**config.mk**
```make
export PLATFORM = sky130hd
export DESIGN_NAME = video_timing_gen
export DESIGN_NICKNAME = d
export VERILOG_FILES = /design/src/rtl/video_timing_pkg.sv /design/src/rtl/vt_delay_line.sv /design/src/rtl/video_timing_gen.sv
export SDC_FILE = /design/constraint.sdc
export NUM_CORES = 1
export LEC_CHECK = 0
export CAP_MARGIN = 0
export CORE_MARGIN = 2
export CORE_UTILIZATION = 47
export CTS_CLUSTER_SIZE = 30
export DETAILED_ROUTE_END_ITERATION = 10
export HOLD_SLACK_MARGIN = 0.05
export PLACE_DENSITY = 0.9
export SLEW_MARGIN = 40
export SYNTH_ARGS = -nofsm -noshare
export SYNTH_HDL_FRONTEND = slang
export SYNTH_HIERARCHICAL = 1
export SYNTH_SLANG_ARGS = --single-unit
```
**constraint.sdc**
```tcl
create_clock -name gpu_clk0 -period 2.3 [get_ports gpu_clk0]
set_input_delay 0.575 -clock gpu_clk0 [delete_from_list [all_inputs] [get_ports gpu_clk0]]
set_output_delay 0.575 -clock gpu_clk0 [all_outputs]
set_load 0.005 [all_outputs]
```
**src/rtl/video_timing_pkg.sv**
```systemverilog
// Shared types and mode constants for the raster timing generator.
package video_timing_pkg;

  // Sync/enable bundle carried down the pixel-latency pipeline (active-true encoding).
  typedef struct packed {
    logic hs;
    logic vs;
    logic de;
  } sync_t;

  localparam int unsigned SYNC_W = $bits(sync_t);

  // Total line/frame length from the four segment widths.
  function automatic int unsigned timing_total(input int unsigned a, input int unsigned b,
                                               input int unsigned c, input int unsigned d);
    return a + b + c + d;
  endfunction

  // 640x480 @ 60 Hz
  localparam int unsigned VGA_H_ACTIVE  = 640;
  localparam int unsigned VGA_H_FP      = 16;
  localparam int unsigned VGA_H_SYNC    = 96;
  localparam int unsigned VGA_H_BP      = 48;
  localparam int unsigned VGA_V_ACTIVE  = 480;
  localparam int unsigned VGA_V_FP      = 10;
  localparam int unsigned VGA_V_SYNC    = 2;
  localparam int unsigned VGA_V_BP      = 33;

  // 800x600 @ 60 Hz
  localparam int unsigned SVGA_H_ACTIVE = 800;
  localparam int unsigned SVGA_H_FP     = 40;
  localparam int unsigned SVGA_H_SYNC   = 128;
  localparam int unsigned SVGA_H_BP     = 88;
  localparam int unsigned SVGA_V_ACTIVE = 600;
  localparam int unsigned SVGA_V_FP     = 1;
  localparam int unsigned SVGA_V_SYNC   = 4;
  localparam int unsigned SVGA_V_BP     = 23;

endpackage

```
**src/rtl/vt_delay_line.sv**
```systemverilog
// Fixed-depth shift register that matches sync timing to the pixel source latency.
module vt_delay_line
  import video_timing_pkg::*;
#(
  parameter int unsigned WIDTH = SYNC_W,
  parameter int unsigned DEPTH = 2
) (
  input  logic             clk,
  input  logic             rst_n,
  input  logic [WIDTH-1:0] d,
  output logic [WIDTH-1:0] q
);

  generate
    if (DEPTH == 0) begin : g_wire
      assign q = d;
    end else begin : g_sr
      logic [WIDTH-1:0] stage [DEPTH];

      // Shift one stage per clock; reset clears every stage to inactive.
      always_ff @(posedge clk or negedge rst_n) begin
        if (!rst_n) begin
          for (int i = 0; i < int'(DEPTH); i++) stage[i] <= '0;
        end else begin
          stage[0] <= d;
          for (int i = 1; i < int'(DEPTH); i++) stage[i] <= stage[i-1];
        end
      end

      assign q = stage[DEPTH-1];
    end
  endgenerate

endmodule

```
**src/rtl/video_timing_gen.sv**
```systemverilog
// Raster counters, stage-0 pixel requests and latency-aligned sync/DE/RGB output.
module video_timing_gen
  import video_timing_pkg::*;
#(
  parameter int unsigned H_ACTIVE = VGA_H_ACTIVE,
  parameter int unsigned H_FP     = VGA_H_FP,
  parameter int unsigned H_SYNC   = VGA_H_SYNC,
  parameter int unsigned H_BP     = VGA_H_BP,
  parameter int unsigned V_ACTIVE = VGA_V_ACTIVE,
  parameter int unsigned V_FP     = VGA_V_FP,
  parameter int unsigned V_SYNC   = VGA_V_SYNC,
  parameter int unsigned V_BP     = VGA_V_BP,
  parameter logic        HS_POL   = 1'b0,
  parameter logic        VS_POL   = 1'b0,
  parameter int unsigned PIX_LAT  = 2
) (
  input  logic        gpu_clk0,
  input  logic        Rst_n,
  input  logic        enable,
  output logic        pix_req,
  output logic [11:0] pix_x,
  output logic [11:0] pix_y,
  output logic        line_start,
  output logic        frame_start,
  input  logic [7:0]  pix_red,
  input  logic [7:0]  pix_green,
  input  logic [7:0]  pix_blue,
  output logic        hsync_out,
  output logic        vsync_out,
  output logic        de_out,
  output logic [7:0]  red_out,
  output logic [7:0]  green_out,
  output logic [7:0]  blue_out
);

  localparam int unsigned CNT_W   = 12;
  localparam int unsigned H_TOTAL = timing_total(H_ACTIVE, H_FP, H_SYNC, H_BP);
  localparam int unsigned V_TOTAL = timing_total(V_ACTIVE, V_FP, V_SYNC, V_BP);

  localparam logic [CNT_W-1:0] H_LAST   = CNT_W'(H_TOTAL - 1);
  localparam logic [CNT_W-1:0] V_LAST   = CNT_W'(V_TOTAL - 1);
  localparam logic [CNT_W-1:0] H_ACT    = CNT_W'(H_ACTIVE);
  localparam logic [CNT_W-1:0] V_ACT    = CNT_W'(V_ACTIVE);
  localparam logic [CNT_W-1:0] HS_START = CNT_W'(H_ACTIVE + H_FP);
  localparam logic [CNT_W-1:0] HS_END   = CNT_W'(H_ACTIVE + H_FP + H_SYNC);
  localparam logic [CNT_W-1:0] VS_START = CNT_W'(V_ACTIVE + V_FP);
  localparam logic [CNT_W-1:0] VS_END   = CNT_W'(V_ACTIVE + V_FP + V_SYNC);

  logic [CNT_W-1:0] h_cnt;
  logic [CNT_W-1:0] v_cnt;
  logic             run;
  sync_t            raw_sync;
  sync_t            dly_sync;

  // Raster position; held at the origin while disabled so restart is always frame-aligned.
  always_ff @(posedge gpu_clk0 or negedge Rst_n) begin
    if (!Rst_n) begin
      h_cnt <= '0;
      v_cnt <= '0;
    end else if (!enable) begin
      h_cnt <= '0;
      v_cnt <= '0;
    end else if (h_cnt == H_LAST) begin
      h_cnt <= '0;
      v_cnt <= (v_cnt == V_LAST) ? '0 : v_cnt + CNT_W'(1);
    end else begin
      h_cnt <= h_cnt + CNT_W'(1);
    end
  end

  // Stage 0 is combinational from the counters, gated off while disabled or in reset.
  assign run         = enable & Rst_n;
  assign pix_req     = run && (h_cnt < H_ACT) && (v_cnt < V_ACT);
  assign pix_x       = run ? h_cnt : '0;
  assign pix_y       = run ? v_cnt : '0;
  assign line_start  = run && (h_cnt == '0);
  assign frame_start = run && (h_cnt == '0) && (v_cnt == '0);

  assign raw_sync.hs = run && (h_cnt >= HS_START) && (h_cnt < HS_END);
  assign raw_sync.vs = run && (v_cnt >= VS_START) && (v_cnt < VS_END);
  assign raw_sync.de = pix_req;

  vt_delay_line #(
    .WIDTH (SYNC_W),
    .DEPTH (PIX_LAT)
  ) u_delay (
    .clk   (gpu_clk0),
    .rst_n (Rst_n),
    .d     (raw_sync),
    .q     (dly_sync)
  );

  // Output register: applies sync polarity and blanks RGB outside the active area.
  always_ff @(posedge gpu_clk0 or negedge Rst_n) begin
    if (!Rst_n) begin
      hsync_out <= ~HS_POL;
      vsync_out <= ~VS_POL;
      de_out    <= 1'b0;
      red_out   <= '0;
      green_out <= '0;
      blue_out  <= '0;
    end else begin
      hsync_out <= dly_sync.hs ? HS_POL : ~HS_POL;
      vsync_out <= dly_sync.vs ? VS_POL : ~VS_POL;
      de_out    <= dly_sync.de;
      red_out   <= dly_sync.de ? pix_red   : '0;
      green_out <= dly_sync.de ? pix_green : '0;
      blue_out  <= dly_sync.de ? pix_blue  : '0;
    end
  end

endmodule
```
Yosys cells after proc, flatten, opt, wreduce, memory -nomap -nowiden. Index checks and enable logic that the tools add are counted.

Bits in registers: 57. Word-level logic and storage cells: 44.

Add/subtract/negate cells: 2. Magnitude comparators: 6. Equal/unequal tests: 3. Muxes and demuxes: 12. Bitwise logic cells: 1. Reductions and logical operators: 10.

Operators with widths (number): 2-to-1 mux 12 bit (7); adder 12 x 1 -> 12 bit, second input constant (2); equality test 12 x 10 -> 1 bit, second input constant (2); logical NOT 12 bit (2); less-than comparator 12 x 10 -> 1 bit, second input constant (2); less-than comparator 12 x 9 -> 1 bit, second input constant (2); 2-to-1 mux 8 bit (3); greater-or-equal comparator 12 x 10 -> 1 bit, second input constant (1); greater-or-equal comparator 12 x 9 -> 1 bit, second input constant (1); logical AND 1 bit (8); 2-to-1 mux 1 bit (2); inequality test 2 x 1 -> 1 bit, second input constant (1); AND 1 bit (1).

Longest topological paths before layout.
Depth after elaboration: 4. Depth in mapped cells: 7. Depth with buffers taken out: 6.

Hierarchy. Netlist, hierarchy kept.

By module, submodules not included: video_timing_gen (instances 1, cells an instance 244, area an instance 2526.2 sq um, sequential area each 1278.7 sq um); vt_delay_line (instances 1, cells an instance 9, area an instance 172.7 sq um, sequential area each 150.1 sq um).

Least setup slack after synthesis. Ideal clock, no wire load.

Path type: register to output. Start: reg h_cnt[0]. End: out frame_start. Arrival time: 1.428 ns. Path slack: 0.297 ns. Stages on the path, launching flop included: 6. Buffers on the path: 0. Cells stage by stage: dfrtp_1 -> inv_1 -> ha_1 -> or4b_1 -> nor3_1 -> and3b_1.

Word-level cells in the longest chain between the ends: 3.

RTL lines: start: declaration (RTL line video_timing_gen.sv:49) `logic [CNT_W-1:0] h_cnt;`; start signal: assignment (RTL line video_timing_gen.sv:67) `h_cnt <= h_cnt + CNT_W'(1);`; logical NOT 12 bit; logical AND 1 bit; net line_start (RTL line video_timing_gen.sv:23) `output logic line_start,`; logical AND 1 bit (RTL line video_timing_gen.sv:77) `assign frame_start = run && (h_cnt == '0) && (v_cnt == '0);`; end: declaration (RTL line video_timing_gen.sv:24) `output logic frame_start,`.

The timed path passes the listed nets, and every way through them passes these cells.

Worst setup path after layout.
Start: reg h_cnt[1]. End: out frame_start.

Word-level cells in the longest chain between the ends: 3.

RTL lines (RTL line): logical NOT 12 bit (video_timing_gen.sv:77); logical AND 1 bit (2 in a row) (video_timing_gen.sv:77).

No other way between the ends.

==> flow_summary.toml <==
[yosys]
synth_warnings = 6
synthTopCellsByCount = "55 x dfrtp_1, 26 x and2_1, 22 x and3_1, 22 x nor2_1"
synth_cell_types = 44
avgSynthCellArea_sq_um = 10.7
netlist_area_sq_mm = 0.00270
yosys-top-cells-area = "dfrtp_1 51%, and2_1 6.0%, and3_1 5.1%"
synthFlopType = "dfrtp_1"
ys_seq_area_share_pct = 52.9
synth_nets = 284
synth-async-reset-ratio_pct = 100
postSynthCellCount = 253
synth.largest_area_cell = "dfrtp_1"
synth_edf_count = 0
synth_most_common_cell = "dfrtp_1"
ys_seq_elements = 57
synth_top_area_share_pct = 51.0

[power_and_ir_drop]
irDropWorstVdd_mv = 0.565
p_per_area_mw_per_mm2 = 519
power_leakage_nw = 1.89
fin_total_pwr_mw = 2.11

[place]
dp.final_hpwl_um = 4900
place_inst = 428
io_buffers = 80
gp_congestion = 0.897

[setup_path]
r2r-end = "v_cnt[7]"
crit_type = "register to primary output"
reg2reg_slack_ns = 0.28
rr_worst_depth = 7
slowest_stage = "or4b_4"
worst_setup_path_start_kind = "register"
crit_path_end = "frame_start"
r2r_start = "h_cnt[1]"
crit_arrival_ns = 1.81
cp_max_fo = 2
cp-startpoint = "h_cnt[1]"
worstPathRequired_ns = 1.73
endpoint_kind = "primary output"
crit_chain = "inv_2 -> ha_4 -> or4b_4 -> nor3_4 -> and3b_1 -> buf_2"
critPathMaxStageDelay_ns = 0.46

[floorplanning]
rows = 27
initial_core_util_pct = 48.7
dieArea_sq_mm = 0.00636
die_height_um = 79.8
ioPinCount = 81
dieWidth_um = 79.8
core_region_area_sq_mm = 0.00554

[status]
status = "complete, but fails checks"
violations = "negative setup slack"

[global_route]
gr-usage-met3_pct = 6.22
grt.total_usage_pct = 22.8
globalRouteMet2Util_pct = 39.8
grt_pass1_vias = 2246
grtUsageMet1_pct = 27.3
top_usage_layer = "met2"
grt_pass1_wl_um = 10900
antenna_found_initial = 0
grt_overflow = 0
grt_max_degree = 40

[routing]
firstDrtPassIters = 5
post-route-drc-count = 0
ant_nets = 0
drt_wl_total_um = 6870
wl_per_cell_um = 15.3
vias_per_cell = 5.28
drt_iter0_drc = 185
vias = 2374

[timing]
post-route-period-util_pct = 104
hold_viol = 0
rsz0062_at_grt = "yes"
fin_skew_ns = 0.00804
slew_violations = 0
period_needed_ns = 2.39
setup_violations = 2
max_freq_mhz = 419
setup_ws_ns = -0.0860
tightest_slew_ns = 0.534
slew_headroom_pct = 64.4

[cells_and_area]
final_cells = 450
finalNetCount = 404
diodes = 0
drive_above_1_share_pct = 21.7
syn2layout_area_growth_pct = 50.3

[clock_network]
cts_buffers = 9
hold_buffers = 0
clock_path_buffers = 2
clk_latency_ns = 0.34
htree_levels = 3
clkSinkCount = 57
clkTransAtPathRegs_ns = 0.07
tritoncts = "done"
clockRootBuffer = "clkbuf_8"

[min_path]
hold_path_class = "input port to async pin"

[job]
drv_cap = 0
==> routing by layer <==
metal	share of wire, %	wire length [um]
met5	0	0
met2	53	3610
met4	1.4	93
met3	5.8	396
met1	40	2760
==> critical path, delay by kind of cell (launching register included) <==
family | cells | cell delay [ns]
and+or+nand+nor | 3 | 0.76
DFF | 1 | 0.40
buffers and inverters | 2 | 0.20
adders and majority gates | 1 | 0.12
==> area by class of cell <==
cell class                      count  area [sq um]
Fill cell                         382          1480
Sequential cell                    57          1430
Clock buffer                        9           124
Inverter                           13          48.8
Multi-Input combinational cell    167          1160
Tap cell                           72          90.1
Clock inverter                      7          53.8
Timing Repair Buffer              125          1150
==> power by group <==
group	internal, mW	switching [mW]	leakage (nW)	total, mW
logic	0.135	0.0894	1.04	0.224
clock network	0.398	0.435	0.0827	0.834
registers	1.03	0.0204	0.771	1.05
total	1.56	0.545	1.89	2.11
==> kinds of logic (layout without fill, tap and decap cells) <==
kind of cell	count (synthesis)	after routing	share of synthesized area (%)
AO/OA/AOI/OAI	25	25	7.56
XOR/XNOR	9	9	2.92
adder cells (fa/ha/maj)	4	4	1.85
buffers and inverters	29	154	5.47
flip-flops	57	57	52.9
multiplexers	3	3	1.11
AND/OR/NAND/NOR	126	126	28.1
==> flip-flops by register name (all words and copies together), names as in the netlist <==
name / count
green_out: 8
vsync_out: 1
blue_out: 8
hsync_out: 1
de_out: 1
v_cnt: 12
red_out: 8
u_delay/g_sr.stage: 3
h_cnt: 12
u_delay/q: 3
==> repair_timing <==
item / CTS / global route
gates resized for setup: 27 / 8
setup endpoints to repair: 27 / 14
buffers inserted: 3 / 3
pin swaps: 6 / 9
==> metrics by stage <==
stage	area (sq um)	setup TNS [ns]	setup WS (ns)	utilization [%]	hold WS, ns
after global routing	4060	-0.372	-0.182	73.2	0.240
after detailed placement	3780	-7.95	-0.496	68.2	0.335
final	4060	-0.115	-0.0860	73.2	0.249
after floorplan	2700	0	0.297	-	0.279
after global placement	3780	-7.49	-0.478	68.2	0.332
after CTS	4010	-0.286	-0.172	72.4	0.219
==> cell usage in the layout (no fill, tap or decap), types with 2 or more instances in the layout <==
cell type        Yosys  routed
a22oi_1              3       3
mux2i_1              3       3
clkdlybuf4s50_1      0      72
a21oi_1              3       3
xor2_1               3       3
ha_1                 4       3
clkinvlp_4           0       3
buf_6                3       5
nor3_1               6       5
nand3_1             13      13
nor4_4               2       2
nand2_1             12      11
inv_6                0       3
dfstp_2              2       2
buf_2                2       3
dlymetal6s2s_1       0       2
inv_1               13      11
nor4b_1              2       2
o31a_1               2       2
o211ai_1             2       2
o31ai_1              4       4
nand4_1              7       7
nor2_1              22      21
xnor2_1              6       6
a31oi_1              3       3
o21ai_0              3       3
nor4_1               2       2
and2_1              26      26
buf_4                3      40
inv_2                0       2
and4_1               3       3
clkbuf_8             0       9
dfrtp_1             55      55
and3_1              22      22
==> worst min-delay path by stage <==
stage	cells after the start	slack, ns	startpoint	endpoint
finish	2	0.25	Rst_n	h_cnt[8]
global route	2	0.24	Rst_n	h_cnt[8]
CTS	2	0.22	Rst_n	h_cnt[8]
detailed placement	0	0.33	u_delay/g_sr.stage[5]	u_delay/q[2]
global placement	0	0.33	u_delay/g_sr.stage[3]	u_delay/q[0]
floorplan	0	0.28	Rst_n	blue_out[0]
Power figures use the tool's default switching activity.
